**src/rtl/mem_arb_pkg.sv**
```systemverilog
// Shared types and defaults for the instruction/data memory port arbiter.
// The owner of the memory bus is encoded directly in the arbiter state.
package mem_arb_pkg;

    localparam int ADDR_W_DEF = 32;
    localparam int DATA_W_DEF = 32;

    typedef enum logic [1:0] {
        IDLE,
        BUSY_IF,
        BUSY_DM,
        ERR
    } arb_state_t;

    typedef enum logic {
        PORT_IF,
        PORT_DM
    } port_id_t;

    function automatic port_id_t busy_port(arb_state_t s);
        return (s == BUSY_DM) ? PORT_DM : PORT_IF;
    endfunction

endpackage

```
**src/rtl/mem_port_arbiter_if.sv**
```systemverilog
// Bundle of fetch port, data port, memory bus and status signals around the arbiter.
// slave is the arbiter's view; master is the CPU/memory side.
interface mem_port_arbiter_if
    import mem_arb_pkg::*;
#(
    parameter int ADDR_W = ADDR_W_DEF,
    parameter int DATA_W = DATA_W_DEF
) ();

    logic              if_req;
    logic [ADDR_W-1:0] if_addr;
    logic [DATA_W-1:0] if_rdata;
    logic              if_ack;

    logic              dm_req;
    logic              dm_we;
    logic [ADDR_W-1:0] dm_addr;
    logic [DATA_W-1:0] dm_wdata;
    logic [DATA_W-1:0] dm_rdata;
    logic              dm_ack;

    logic              mem_req;
    logic              mem_we;
    logic [ADDR_W-1:0] mem_addr;
    logic [DATA_W-1:0] mem_wdata;
    logic [DATA_W-1:0] mem_rdata;
    logic              mem_ready;

    logic              stall;
    logic              timeout_err;

    modport slave (
        input  if_req, if_addr, dm_req, dm_we, dm_addr, dm_wdata, mem_rdata, mem_ready,
        output if_rdata, if_ack, dm_rdata, dm_ack,
        output mem_req, mem_we, mem_addr, mem_wdata, stall, timeout_err
    );

    modport master (
        output if_req, if_addr, dm_req, dm_we, dm_addr, dm_wdata, mem_rdata, mem_ready,
        input  if_rdata, if_ack, dm_rdata, dm_ack,
        input  mem_req, mem_we, mem_addr, mem_wdata, stall, timeout_err
    );

endinterface

```
**src/rtl/mem_wait_timer.sv**
```systemverilog
// Saturating watchdog counter for cycles spent waiting on mem_ready.
// expired flags the waiting cycle that brings the count up to TIMEOUT.
module mem_wait_timer #(
    parameter int TIMEOUT = 15
) (
    input  logic clock,
    input  logic reset,
    input  logic clear,
    input  logic count_en,
    output logic expired
);

    localparam int            CW    = $clog2(TIMEOUT + 1);
    localparam logic [CW-1:0] LIMIT = CW'(TIMEOUT);

    logic [CW-1:0] count;

    // NOTE: sequential state uses non-blocking assignments so every flop samples pre-edge values.
    always_ff @(posedge clock or negedge reset) begin
        if (!reset) begin
            count <= '0;
        end else if (clear) begin
            count <= '0;
        end else if (count_en && (count != LIMIT)) begin
            count <= count + 1'b1;
        end
    end

    assign expired = count_en && (count >= LIMIT - 1'b1);

endmodule

```
**src/rtl/mem_port_arbiter.sv**
```systemverilog
// Arbitrates the unified single-ported memory between fetch and data ports,
// data first, with registered bus outputs, one-cycle acks and a wait watchdog.
module mem_port_arbiter
    import mem_arb_pkg::*;
#(
    parameter int ADDR_W  = ADDR_W_DEF,
    parameter int DATA_W  = DATA_W_DEF,
    parameter int TIMEOUT = 15
) (
    input  logic              clock,
    input  logic              reset,
    mem_port_arbiter_if.slave bus
);

    localparam logic [ADDR_W-1:0] NO_ADDR = '0;
    localparam logic [DATA_W-1:0] NO_DATA = '0;

    arb_state_t state;
    logic       dm_eligible;
    logic       if_eligible;
    logic       busy;
    logic       grant;
    logic       complete;
    logic       expired;

    // A request seen alongside its own ack is the one just served, not a new one.
    assign dm_eligible = bus.dm_req & ~bus.dm_ack;
    assign if_eligible = bus.if_req & ~bus.if_ack;
    assign busy        = (state == BUSY_IF) || (state == BUSY_DM);
    assign grant       = (state == IDLE) && (dm_eligible || if_eligible);
    assign complete    = busy && bus.mem_ready;

    mem_wait_timer #(.TIMEOUT(TIMEOUT)) u_wait_timer (
        .clock    (clock),
        .reset    (reset),
        .clear    (grant | complete),
        .count_en (busy & ~bus.mem_ready),
        .expired  (expired)
    );

    always_ff @(posedge clock or negedge reset) begin
        if (!reset) begin
            state           <= IDLE;
            bus.mem_req     <= 1'b0;
            bus.mem_we      <= 1'b0;
            bus.mem_addr    <= NO_ADDR;
            bus.mem_wdata   <= NO_DATA;
            bus.if_ack      <= 1'b0;
            bus.dm_ack      <= 1'b0;
            bus.if_rdata    <= NO_DATA;
            bus.dm_rdata    <= NO_DATA;
            bus.timeout_err <= 1'b0;
        end else begin
            bus.if_ack <= 1'b0;
            bus.dm_ack <= 1'b0;
            unique case (state)
                IDLE: begin
                    if (dm_eligible) begin
                        state         <= BUSY_DM;
                        bus.mem_req   <= 1'b1;
                        bus.mem_we    <= bus.dm_we;
                        bus.mem_addr  <= bus.dm_addr;
                        bus.mem_wdata <= bus.dm_wdata;
                    end else if (if_eligible) begin
                        state         <= BUSY_IF;
                        bus.mem_req   <= 1'b1;
                        bus.mem_we    <= 1'b0;
                        bus.mem_addr  <= bus.if_addr;
                        bus.mem_wdata <= NO_DATA;
                    end
                end
                BUSY_IF, BUSY_DM: begin
                    if (bus.mem_ready) begin
                        state       <= IDLE;
                        bus.mem_req <= 1'b0;
                        bus.mem_we  <= 1'b0;
                        if (busy_port(state) == PORT_DM) begin
                            bus.dm_ack <= 1'b1;
                            if (!bus.mem_we) bus.dm_rdata <= bus.mem_rdata;
                        end else begin
                            bus.if_ack   <= 1'b1;
                            bus.if_rdata <= bus.mem_rdata;
                        end
                    end else if (expired) begin
                        state           <= ERR;
                        bus.mem_req     <= 1'b0;
                        bus.mem_we      <= 1'b0;
                        bus.timeout_err <= 1'b1;
                    end
                end
                ERR: begin
                    bus.mem_req     <= 1'b0;
                    bus.timeout_err <= 1'b1;
                end
                default: state <= ERR;
            endcase
        end
    end

    assign bus.stall = (bus.if_req & ~bus.if_ack) | (bus.dm_req & ~bus.dm_ack) | (state == ERR);

endmodule

```
**src/flat_wrapper.sv**
```systemverilog
// flat-port wrapper written by rule: the top's interface ports become plain ports
module mem_port_arbiter_flat import mem_arb_pkg::*;
#(
    parameter int ADDR_W  = ADDR_W_DEF,
    parameter int DATA_W  = DATA_W_DEF,
    parameter int TIMEOUT = 15
)
  (clock, reset, bus_if_req, bus_if_addr, bus_dm_req, bus_dm_we, bus_dm_addr, bus_dm_wdata, bus_mem_rdata, bus_mem_ready, bus_if_rdata, bus_if_ack, bus_dm_rdata, bus_dm_ack, bus_mem_req, bus_mem_we, bus_mem_addr, bus_mem_wdata, bus_stall, bus_timeout_err);
  mem_port_arbiter_if #(.ADDR_W(ADDR_W), .DATA_W(DATA_W)) bus_i ();
  input  logic clock;
  input  logic reset;
  input wire logic [$bits(bus_i.if_req)-1:0] bus_if_req;
  input wire logic [$bits(bus_i.if_addr)-1:0] bus_if_addr;
  input wire logic [$bits(bus_i.dm_req)-1:0] bus_dm_req;
  input wire logic [$bits(bus_i.dm_we)-1:0] bus_dm_we;
  input wire logic [$bits(bus_i.dm_addr)-1:0] bus_dm_addr;
  input wire logic [$bits(bus_i.dm_wdata)-1:0] bus_dm_wdata;
  input wire logic [$bits(bus_i.mem_rdata)-1:0] bus_mem_rdata;
  input wire logic [$bits(bus_i.mem_ready)-1:0] bus_mem_ready;
  output wire logic [$bits(bus_i.if_rdata)-1:0] bus_if_rdata;
  output wire logic [$bits(bus_i.if_ack)-1:0] bus_if_ack;
  output wire logic [$bits(bus_i.dm_rdata)-1:0] bus_dm_rdata;
  output wire logic [$bits(bus_i.dm_ack)-1:0] bus_dm_ack;
  output wire logic [$bits(bus_i.mem_req)-1:0] bus_mem_req;
  output wire logic [$bits(bus_i.mem_we)-1:0] bus_mem_we;
  output wire logic [$bits(bus_i.mem_addr)-1:0] bus_mem_addr;
  output wire logic [$bits(bus_i.mem_wdata)-1:0] bus_mem_wdata;
  output wire logic [$bits(bus_i.stall)-1:0] bus_stall;
  output wire logic [$bits(bus_i.timeout_err)-1:0] bus_timeout_err;
  assign bus_i.if_req = bus_if_req;
  assign bus_i.if_addr = bus_if_addr;
  assign bus_i.dm_req = bus_dm_req;
  assign bus_i.dm_we = bus_dm_we;
  assign bus_i.dm_addr = bus_dm_addr;
  assign bus_i.dm_wdata = bus_dm_wdata;
  assign bus_i.mem_rdata = bus_mem_rdata;
  assign bus_i.mem_ready = bus_mem_ready;
  assign bus_if_rdata = bus_i.if_rdata;
  assign bus_if_ack = bus_i.if_ack;
  assign bus_dm_rdata = bus_i.dm_rdata;
  assign bus_dm_ack = bus_i.dm_ack;
  assign bus_mem_req = bus_i.mem_req;
  assign bus_mem_we = bus_i.mem_we;
  assign bus_mem_addr = bus_i.mem_addr;
  assign bus_mem_wdata = bus_i.mem_wdata;
  assign bus_stall = bus_i.stall;
  assign bus_timeout_err = bus_i.timeout_err;
  mem_port_arbiter #(.ADDR_W(ADDR_W), .DATA_W(DATA_W), .TIMEOUT(TIMEOUT)) u_core (.clock(clock), .reset(reset), .bus(bus_i));
endmodule
```
**config.mk**
```make
export PLATFORM = sky130hd
export DESIGN_NAME = mem_port_arbiter_flat
export DESIGN_NICKNAME = d
export VERILOG_FILES = /design/src/rtl/mem_arb_pkg.sv /design/src/rtl/mem_port_arbiter_if.sv /design/src/rtl/mem_wait_timer.sv /design/src/rtl/mem_port_arbiter.sv /design/src/flat_wrapper.sv
export SDC_FILE = /design/constraint.sdc
export NUM_CORES = 1
export LEC_CHECK = 0
export ABC_AREA = 0
export CORE_MARGIN = 1.5
export CORE_UTILIZATION = 44
export DETAILED_ROUTE_END_ITERATION = 10
export HOLD_SLACK_MARGIN = 0.1
export PLACE_DENSITY = 0.88
export SETUP_SLACK_MARGIN = 0.15
export SYNTH_ARGS = -nofsm -noshare
export SYNTH_HDL_FRONTEND = slang
export SYNTH_SLANG_ARGS = --single-unit
```
**constraint.sdc**
```tcl
create_clock -name clock -period 4.7 [get_ports clock]
set_input_delay 0.47 -clock clock [delete_from_list [all_inputs] [get_ports clock]]
set_output_delay 0.47 -clock clock [all_outputs]
set_load 0.02 [all_outputs]
```
==> impl_metrics.json <==
{
  "yosysUniqueCellTypes": 37,
  "placed_cell_area_um2": 8420,
  "finalSetupViolations": 0,
  "drt-total-wl_um": 16500,
  "place_inst": 894,
  "timing.critical_path.to": "bus_stall",
  "mostFrequentLayoutCells": "clkdlybuf4s50_1 (266), dfrtp_1 (139), nand2_1 (131)",
  "fin_crit_ps": 2600,
  "drive_gt1_frac": 0.107,
  "syn-num-nets": 619,
  "fp.dieH_um": 116,
  "outcome": "complete, no violations",
  "viasPerCell": 4.99,
  "htree_levels": 4,
  "maxSlewViolCount": 0,
  "fmax_mhz": 384,
  "cp-start-kind": "input port",
  "clock_skew_ps": 10.9,
  "path_delay_family": "buffers and inverters",
  "clk_pin_slew_ps": 60,
  "hold_violations": 0,
  "fin_setup_tns_ps": 0,
  "clkSinkCount": 139,
  "arrival_ps": 2130,
  "r2r_start": "u_core.state[1]",
  "cts_resized": 0,
  "nFillCells": 847,
  "antenna_found_initial": 0,
  "firstDrtPassIters": 4,
  "synthArstFlopShare": 1.00,
  "dp_hpwl_um": 11800,
  "final_antenna_net_count": 0,
  "rows": 41,
  "synth_edf_count": 0,
  "root_buffer": "clkbuf_16",
  "avgRoutedWirePerCell_um": 17.8,
  "grt_pass1_vias": 4781,
  "synth_seq_cells": 139,
  "clockBufferDepth": 2,
  "routed-via-count": 4620,
  "die_w_um": 116,
  "synth.avg_cell_area_um2": 11.8,
  "grt_pass1_wl_um": 24900,
  "place_congestion": 0.817,
  "grt_overflow_total": 0,
  "start_util": 0.451,
  "timing.max_cap.violations": 0,
  "required_ps": 4230,
  "cp_cell_sequence": "clkdlybuf4s50_1 > and2b_2 > or3_1 > clkdlybuf4s50_1",
  "drc": 0,
  "leakage_nw": 4.18,
  "ys_seq_area_frac": 0.614,
  "coreArea_um2": 12600,
  "reg2regPathDepth": 8,
  "cpMostUsedCell": "clkdlybuf4s50_1",
  "synth_cells": 478,
  "cts_tree": "yes",
  "ir_worst_vdd_uv": 490,
  "layout_commonest_cell": "clkdlybuf4s50_1",
  "finalCritPeriodShare": 0.554,
  "powerDensity_nw_per_um2": 738,
  "n_antenna_cell": 0,
  "cts_setup_buffers": 0,
  "max_stage_delay_ps": 550,
  "final_area_um2": 9120,
  "numCtsBuffers": 17,
  "critPathMaxFanout": 3,
  "fin_cells": 926,
  "fin_nets": 882,
  "io_pins": 268,
  "area_delta_synth_final_pct": 61.1,
  "startpoint": "bus_if_req",
  "ctsHoldBuffers": 0,
  "holdCritPathClass": "in2async",
  "regToRegSetupSlack_ps": 2530,
  "portBuffers": 267,
  "slowest_stage": "clkdlybuf4s50_1",
  "yosys_warnings": 0,
  "synth_area_um2": 5660,
  "holdWs_ps": 152,
  "path_class": "in2out",
  "rsz0062_at_grt": "false",
  "dieArea_um2": 13600,
  "worst_pin_slew_ps": 1180,
  "slew_headroom": 0.212,
  "crit_buf_inv": 2,
  "crit_path_end_kind": "output pin",
  "rr_endpoint": "u_core.bus.if_rdata[8]",
  "groute.usage.overall": 0.247,
  "grt_max_degree": 103,
  "ys.flop_type": "dfrtp_1",
  "drt_iter0_markers": 238,
  "crit_cells": 4,
  "clk_latency_ps": 420
}
## sequential cells by signal, summed over array words and instances, names as in the netlist
register,count
u_core.bus.dm_ack,1
u_core.bus.dm_rdata,32
u_core.bus.if_ack,1
u_core.bus.if_rdata,32
u_core.bus.mem_addr,32
u_core.bus.mem_req,1
u_core.bus.mem_wdata,32
u_core.bus.mem_we,1
u_core.bus.timeout_err,1
u_core.state,2
u_core.u_wait_timer.count,4
## worst min-delay path by stage
stage	startpoint	to	slack [ps]
global placement	u_core.bus.if_rdata[21]	u_core.bus.if_rdata[21]	460
floorplan	reset	u_core.bus.dm_ack	170
CTS	reset	u_core.bus.dm_rdata[9]	200
finish	reset	u_core.bus.if_rdata[10]	150
detailed placement	u_core.bus.if_rdata[2]	u_core.bus.if_rdata[2]	460
global route	reset	u_core.bus.dm_rdata[5]	250
## per-layer routing
layer | up-vias | track usage | share of wire | wire [um]
met5 | - | 0 | 0 | 0
met4 | 0 | 0.115 | 0.027 | 447
met3 | 34 | 0.0939 | 0.099 | 1640
met2 | 212 | 0.427 | 0.49 | 8150
met1 | 2223 | 0.270 | 0.38 | 6260
li1 | 2151 | - | - | -
## Yosys cell counts, drive strengths merged (2+ instances only)
cell type | number | area share
xnor2 | 2 | 0.0031
ha | 7 | 0.015
mux2i | 34 | 0.060
buf | 25 | 0.030
and3 | 2 | 0.0022
clkbuf | 3 | 0.0020
inv | 7 | 0.0051
nor2b | 2 | 0.0049
dfrtp | 139 | 0.61
a21oi | 2 | 0.0018
nor2 | 6 | 0.0040
mux2 | 33 | 0.066
o21ai | 36 | 0.032
or3 | 2 | 0.0031
nand2b | 2 | 0.0035
a22o | 32 | 0.049
nand2 | 132 | 0.088
## power breakdown
group | switching [mW] | internal, mW | leakage, nW
Combinational | 1.62 | 1.48 | 2.11
Clock | 0.504 | 1.07 | 0.339
Sequential | 0.314 | 1.75 | 1.73
## cells by family after synthesis
kind of cell | after synthesis | share of synthesized area
buffers and inverters | 35 | 0.0369
AOI/OAI and AO/OA | 75 | 0.0910
DFF | 139 | 0.614
muxes | 67 | 0.126
adders and majority gates | 7 | 0.0155
xor gates and xnor gates | 2 | 0.00309
and+or+nand+nor | 153 | 0.114
## worst register-to-register path: stages (launching register included)
cell and delay (ps):
dfrtp_1 400, inv_1 100, ha_1 460, nand2_2 110, or2_1 230, buf_4 250
inv_4 350, nand2_1 130, nand2_1 80
## area by class of cell
cell class / count / area [um2] / share of cell area
Multi-Input combinational cell: 304 / 1990 / 0.218
Inverter: 7 / 28.8 / 0.00315
Clock buffer: 22 / 494 / 0.0542
Clock inverter: 10 / 209 / 0.0229
Sequential cell: 139 / 3480 / 0.381
Tap cell: 172 / 215 / 0.0236
Timing Repair Buffer: 272 / 2710 / 0.297
## stage by stage
step                      worst slack [ps]  utilization  total power [mW]
final                                 2100        0.726              6.73
after floorplan                       3020            -              3.71
after detailed placement              2080        0.670              5.18
after global placement                2080        0.670              5.05
after CTS                             2070        0.726              6.79
after global routing                  2030        0.726              7.08
Power figures use the tool's default switching activity.
